<file path="config.mk">
export PLATFORM = sky130hd
export DESIGN_NAME = fetch_bp
export DESIGN_NICKNAME = d
export VERILOG_FILES = /design/src/rtl/fetch_bp.sv
export SDC_FILE = /design/constraint.sdc
export NUM_CORES = 1
export LEC_CHECK = 0
export BUFFER_PORTS_ARGS = -buffer_cell sky130_fd_sc_hd__buf_2
export CAP_MARGIN = 20
export CORE_MARGIN = 3
export CORE_UTILIZATION = 40
export DETAILED_ROUTE_END_ITERATION = 16
export HOLD_SLACK_MARGIN = 0.1
export SLEW_MARGIN = 15
export SYNTH_ARGS = -nofsm -noshare
export SYNTH_HDL_FRONTEND = slang
export SYNTH_SLANG_ARGS = --single-unit
</file>
<file path="constraint.sdc">
create_clock -name clk -period 4 [get_ports clk]
set_clock_uncertainty 0.15 [all_clocks]
set_input_delay 0.4 -clock clk [delete_from_list [all_inputs] [get_ports clk]]
set_output_delay 0.4 -clock clk [all_outputs]
set_load 0.005 [all_outputs]
</file>
<file path="src/rtl/fetch_bp.sv">
// Instruction-fetch stage with a bimodal (2-bit saturating counter) branch predictor.
// Drives the IF/ID register; redirects from later stages override stall and flush.
module fetch_bp #(
   parameter logic [31:0] RESET_PC = 32'h0000_0000,
   parameter int unsigned BHT_LOG2 = 6,
   parameter logic [31:0] NOP_INST = 32'h0000_0013
) (
   input  logic        clk,
   input  logic        rst,
   input  logic        keep,
   input  logic        nop,
   input  logic        redirect_valid,
   input  logic [31:0] redirect_pc,
   input  logic        bht_update_valid,
   input  logic [31:0] bht_update_pc,
   input  logic        bht_update_taken,
   output logic [31:0] imem_addr,
   input  logic [31:0] imem_rdata,
   output logic [31:0] PC_pype0,
   output logic [31:0] PCp4_pype0,
   output logic [31:0] Instraction_pype,
   output logic        is_branch_predict_pype0
);

   localparam int unsigned BHT_SIZE = 1 << BHT_LOG2;

   logic [31:0] pc_q, pc_d;
   logic [31:0] if_pc_q, if_pc_d;
   logic [31:0] if_pc4_q, if_pc4_d;
   logic [31:0] if_inst_q, if_inst_d;
   logic        if_pred_q, if_pred_d;
   logic [1:0]  bht_q [BHT_SIZE];
   logic [1:0]  bht_d [BHT_SIZE];

   logic [6:0]          opcode;
   logic [31:0]         b_imm, j_imm, pc_plus4, target, next_pc;
   logic                predict;
   logic [BHT_LOG2-1:0] fetch_idx, upd_idx;
   logic                unused_upd_bits;

   assign unused_upd_bits = ^{bht_update_pc[31:BHT_LOG2+2], bht_update_pc[1:0]};

   assign imem_addr               = pc_q;
   assign PC_pype0                = if_pc_q;
   assign PCp4_pype0              = if_pc4_q;
   assign Instraction_pype        = if_inst_q;
   assign is_branch_predict_pype0 = if_pred_q;

   always_comb begin
      opcode    = imem_rdata[6:0];
      b_imm     = {{20{imem_rdata[31]}}, imem_rdata[7], imem_rdata[30:25],
                   imem_rdata[11:8], 1'b0};
      j_imm     = {{12{imem_rdata[31]}}, imem_rdata[19:12], imem_rdata[20],
                   imem_rdata[30:21], 1'b0};
      fetch_idx = pc_q[BHT_LOG2+1:2];
      upd_idx   = bht_update_pc[BHT_LOG2+1:2];
      pc_plus4  = pc_q + 32'd4;
      predict   = 1'b0;
      target    = pc_plus4;

      // Predecode: conditional branches consult the BHT, JAL is always taken
      case (opcode)
         7'b1100011: begin
            predict = bht_q[fetch_idx][1];
            target  = pc_q + b_imm;
         end
         7'b1101111: begin
            predict = 1'b1;
            target  = pc_q + j_imm;
         end
         default: begin
            predict = 1'b0;
            target  = pc_plus4;
         end
      endcase
      next_pc = predict ? target : pc_plus4;

      pc_d      = pc_q;
      if_pc_d   = if_pc_q;
      if_pc4_d  = if_pc4_q;
      if_inst_d = if_inst_q;
      if_pred_d = if_pred_q;

      if (redirect_valid) begin
         pc_d      = redirect_pc;
         if_pc_d   = 32'd0;
         if_pc4_d  = 32'd0;
         if_inst_d = NOP_INST;
         if_pred_d = 1'b0;
      end else if (keep) begin
         pc_d = pc_q;
      end else if (nop) begin
         if_pc_d   = 32'd0;
         if_pc4_d  = 32'd0;
         if_inst_d = NOP_INST;
         if_pred_d = 1'b0;
      end else begin
         pc_d      = next_pc;
         if_pc_d   = pc_q;
         if_pc4_d  = pc_plus4;
         if_inst_d = imem_rdata;
         if_pred_d = predict;
      end

      // Training is independent of the pipeline controls
      bht_d = bht_q;
      if (bht_update_valid) begin
         if (bht_update_taken && bht_q[upd_idx] != 2'b11)
            bht_d[upd_idx] = bht_q[upd_idx] + 2'b01;
         else if (!bht_update_taken && bht_q[upd_idx] != 2'b00)
            bht_d[upd_idx] = bht_q[upd_idx] - 2'b01;
      end
   end

   always_ff @(posedge clk) begin
      if (rst) begin
         pc_q      <= RESET_PC;
         if_pc_q   <= 32'd0;
         if_pc4_q  <= 32'd4;
         if_inst_q <= NOP_INST;
         if_pred_q <= 1'b0;
         for (int i = 0; i < int'(BHT_SIZE); i++) bht_q[i] <= 2'b01;
      end else begin
         pc_q      <= pc_d;
         if_pc_q   <= if_pc_d;
         if_pc4_q  <= if_pc4_d;
         if_inst_q <= if_inst_d;
         if_pred_q <= if_pred_d;
         bht_q     <= bht_d;
      end
   end

endmodule

</file>
**Word-level counts from Yosys, hierarchy flattened**

Index checks and enable logic that the tools add are counted.
Widths: inputs -> output; s select.

- Order comparisons: 3
- Add/sub/neg operators: 5
- Eq/ne operators: 5
- Bitwise logic cells: 2
- Mux-type cells: 24
- Reductions and logical operators: 9

Operators by type and width:

| operator | number |
|---|---|
| $bwmux 128 | 2 |
| $mux 128 | 2 |
| $mux 32 | 7 |
| $add 32x32->32 | 2 |
| $pmux 32 s2 | 1 |
| $add 32x3->32 const B | 1 |
| $bmux 2 s6 | 2 |
| $eq 7x7->1 const B | 2 |
| $ge 7x7->1 const B | 2 |
| $not 6->7 | 2 |
| $demux 2 s6 | 1 |
| $mux 2 | 5 |
| $lt 7x1->1 const B | 1 |
| $mux 3 | 2 |
| $ne 2x1->1 const B | 2 |
| $reduce_and 2->1 | 2 |
| $reduce_bool 2->1 | 2 |
| $logic_and 1x1->1 | 3 |
| $add 2x1->2 const B | 1 |
| $ne 2x2->1 const B | 1 |
| $pmux 1 s2 | 1 |
| $reduce_or 2->1 | 1 |
| $sub 2x1->2 const B | 1 |
| $logic_not 1->1 | 1 |
| $mux 1 | 1 |

- Bits in registers: 257
- Word-level logic and storage cells: 118
- Output and inout bits: 129
- Input port bits: 103

**Longest topological paths before layout**

- Depth in word-level cells: 9
- Mapped depth: 18
- Gate-level depth less buffers: 15

**Worst setup path before layout**

Ideal clock, no wire load.

- Path kind: in2reg
- Start: input imem_rdata[5]
- End: register pc_q[19] (netlist: imem_addr[19])
- Path buffers: 2
- Required time: 3735 ps
- Stages: 17
- Library setup time: 115 ps
- Setup slack: -296 ps
- Arrival time: 4032 ps
- Path through: nand3_1 -> nor3b_1 -> and3_1 -> clkbuf_1 -> clkbuf_1 -> mux2_2 -> ha_1 -> fa_1 -> a211oi_1 -> o211ai_1 -> and2_1 -> a21oi_1 -> o21ai_0 -> a21boi_0 -> xnor2_1 -> mux2i_1 -> a2111oi_0

- Longest elaborated chain between the ends: 6
- Elaborated cells on any way between the ends: 8
- Those cells by class: eq/ne: 2; mux: 6

RTL lines:

| element | line | RTL |
|---|---|---|
| start: declaration | 18 | `input logic [31:0] imem_rdata,` |
| $eq 7x7->1 | 62 | `case (opcode)` |
| $pmux 32 s2 / $pmux 1 s2 (equally long branches) | 62 |  |
| $mux 32 (*) | 76 | `next_pc = predict ? target : pc_plus4;` |
| $mux 32 (*) | 92 | `end else if (nop) begin` |
| $mux 32 (*) | 90 | `end else if (keep) begin` |
| $mux 32 (*) | 84 | `if (redirect_valid) begin` |
| end signal: assignment | 124 | `pc_q <= pc_d;` |
| end: declaration | 27 | `logic [31:0] pc_q, pc_d;` |

Mark *: on every way between the ends. The rest lies on a longest branch, timed or not. The select of a mux whose other input is x is not followed.
A chain may end at the register's enable or synchronous reset.

**Final worst setup path**

- Start: input imem_rdata[5]
- End: register pc_q[30] (netlist: imem_addr[30])

The elaborated chain is that of the path after synthesis.

==> impl_metrics.ini <==
[run_status]
outcome = complete, no violations

[synth]
synth_top_area_share_pct = 38.3
synth.largest_area_cell = dfxtp_1
synth_flop_cell = dfxtp_1
post_synthesis_net_count = 1796
yosysSeqAreaShare_pct = 38.3
synth_warnings = 0
post_synth_instance_area_sq_um = 13300
ys_top_cells_by_area = dfxtp_1 (38%), a22oi_1 (7.4%), nand2_1 (7.1%), a21oi_1 (4.5%), nor2_1 (4.2%)
syn-mean-instance-area_sq_um = 8.05
share_of_flip_flops_with_an_asynchronous_set_or_reset_after_synthesis_pct = 0
ys_top_cells_by_count = dfxtp_1 (255), nand2_1 (254), nor2_1 (148)
post-synth-top-count-cell = dfxtp_1
netlist-cell-type-count = 72
postSynthCellCount = 1656
count_of_flip_flops_with_a_built_in_enable_after_synthesis = 0
ys_ff_latch = 255

[sta]
final.min_clock_period_ns = 3.71
grt_setup_unrepaired = no
setup_violating_endpoint_count_in_the_final_report = 0
timing.final.hold_violations = 0
final-max-slew-violation-count = 0
max_freq_ghz = 0.270
worst_slew_pin_slew_ns = 0.908
worst_hold_slack_ns = 0.130
post-route-period-util_pct = 92.6
tns_ns = 0
max_slew_margin_pct = 39.4

[clock_network]
cts_buffers = 29
max-clock-path-buffers = 3
cts-root-buf = clkbuf_16
worst_skew_pair.late_latency_ns = 0.56
cts.sink_count = 255
clock_tree.htree_level_count = 1
tritoncts = done
clk_pin_slew_worst_paths_ns = 0.06
cts_setup_buffers = 0

[power]
seq_power_share_pct = 41.1
combinationalPowerShare_pct = 14.3
total_switching_power_uw = 1720
power.share.clock_pct = 44.6
internal_power_uw = 4700
total_leakage_power_uw = 0.00712
power.switching_fraction_pct = 26.8
power.density_cell_area_nw_per_um2 = 379
worst_ir_drop_on_vdd_uv = 316

[floorplan]
core_area_sq_um = 32700
floorplan.io_pins = 232
die_h_um = 189
initial_util_pct = 40.8
area_of_the_die_sq_um = 35600
die-width_um = 189
rows = 66

[critical_path]
critical_path.startpoint_type = input pin
critical_path_required_ns = 4.33
reg2reg_depth = 10
endpoint_kind = register
worst-r2r-setup-slack_ns = 0.41
critical_path_arrival_ns = 4.04
largest_driver_fanout_on_the_critical_path = 4
crit-reg2reg-launch = imem_addr[2]
rr_endpoint = imem_addr[28]
worst-setup-path-type = input pin to register

[layout]
drive_above_1_share_pct = 20.8
layout-area-overhead-vs-synth_pct = 27.2
final_core_utilization_pct = 51.9
layout.cells.non_filler = 2399
design.final.nets = 2074

[hold_path]
min_delay_path_depth = 4
worstHoldPathType = input pin to register
hold-path-endpoint = imem_addr[30]
hold_crit_start = redirect_pc[30]

[global_routing]
grt_overflow_total = 0
wire_length_of_the_first_global_routing_pass_um = 74700
pin_count_of_the_biggest_net_entering_global_routing = 121
grt_util_all_layers_pct = 26.1
antenna_found_initial = 0
via_count_of_the_first_global_routing_pass = 13100

[route]
final_antenna_net_count = 0
routed_wl_um = 48600
drt-vias-per-instance = 5.81
drt_iter0_markers = 1026
dr.pass1.iters = 8
drt_drc_violations_left = 0
via_count = 13900
wire_per_inst_um = 20.3

[place]
place_inst = 2287
buffer_ports.inserted = 205
detailedPlacementHpwl_um = 33700
gp_congestion = 0.940

[run]
max-cap-violations = 0
-- kinds of logic after synthesis --
| group | synth area share (%) |
|---|---|
| buffers and inverters | 4.77 |
| AO/OA/AOI/OAI | 25.6 |
| multiplexers | 4.21 |
| AND/OR/NAND/NOR | 20.2 |
| XOR/XNOR | 3.41 |
| adder cells (fa/ha/maj) | 3.53 |
| flip-flops | 38.3 |
-- cell type report --
| cell class | instances | area (sq um) |
|---|---|---|
| clock inverter | 16 | 215 |
| fill | 3146 | 15700 |
| multi-input combinational | 1251 | 7650 |
| antenna | 1 | 2.50 |
| inverter | 15 | 56.3 |
| tap | 442 | 553 |
| timing repair buffer | 382 | 2580 |
| clock buffer | 37 | 806 |
| sequential | 255 | 5110 |
-- worst max-delay path, stage by stage --
cell and delay (ns):
buf_2 0.09, nand3_1 0.10, nor3b_2 0.28, and3_1 0.29
buf_4 0.15, mux2_2 0.35, ha_1 0.31, a211oi_1 0.20
o21ai_0 0.14, o2111ai_1 0.16, nand3b_1 0.16, a221oi_2 0.43
o21ai_0 0.16, o41ai_1 0.30, mux2_2 0.37, a21oi_1 0.14
-- placed cells by master, fill, tap and decap left out, types with 5 or more instances in the layout --
cell type / count
dfxtp_1: 254
nand2_1: 253
buf_2: 204
nor2_1: 145
a22oi_1: 131
a21oi_1: 121
buf_4: 114
nand3_1: 86
o211ai_1: 67
dlygate4sd3_1: 58
o21ai_0: 50
mux2i_1: 37
ha_1: 36
o22ai_1: 33
clkbuf_16: 29
xnor2_1: 28
a21o_1: 27
xor2_1: 23
nand4_1: 21
nor3_1: 19
and3_1: 17
inv_1: 14
a211oi_1: 12
mux2_2: 8
a31oi_1: 8
clkinv_2: 8
a22o_1: 7
or3_1: 6
nor2b_1: 6
o21bai_1: 6
buf_12: 6
o31ai_1: 5
nor3b_1: 5
clkbuf_8: 5
bufinv_16: 5
-- through the flow --
step | setup WS, ns | instance area (sq um) | total power, uW
floorplan | 0.0196 | 13400 | 3180
global placement | -0.273 | 15400 | 3550
detailed placement | -0.337 | 15400 | 3550
CTS | 0.238 | 17000 | 6460
global route | 0.0356 | 17000 | 6640
finish | 0.294 | 17000 | 6430
-- what timing repair did --
item | CTS | global route
setup endpoints to repair | 0 | 4
resized for setup | 0 | 1
hold endpoints to repair | 59 | 0
hold buffers | 58 | 0
-- power by group through the flow --
stage | Clock (uW) | Sequential, uW | Combinational (uW)
after floorplan | 0 | 2680 | 504
after global placement | 0 | 2700 | 854
after detailed placement | 0 | 2700 | 857
after CTS | 2910 | 2640 | 905
after global routing | 3000 | 2650 | 989
final | 2870 | 2640 | 917
-- per-layer routing --
layer  GRT usage, %  up-vias  wire length, um
li1               -     6612                -
met1           33.3     6622            20200
met2           44.3      571            23100
met3           3.22      130             2950
met4           11.4        0             2420
met5              0        -                0
-- how the worst max path moves through the flow --
| stage | startpoint | to | slack, ns | cells past startpoint |
|---|---|---|---|---|
| finish | imem_rdata[5] | imem_addr[30] | 0.29 | 16 |
| global route | imem_rdata[5] | imem_addr[21] | 0.04 | 17 |
| CTS | imem_rdata[5] | imem_addr[30] | 0.24 | 16 |
| detailed placement | imem_rdata[5] | imem_addr[30] | -0.34 | 16 |
| global placement | imem_rdata[5] | imem_addr[30] | -0.27 | 16 |
| floorplan | imem_rdata[5] | imem_addr[24] | 0.02 | 16 |
Power figures use the tool's default switching activity.
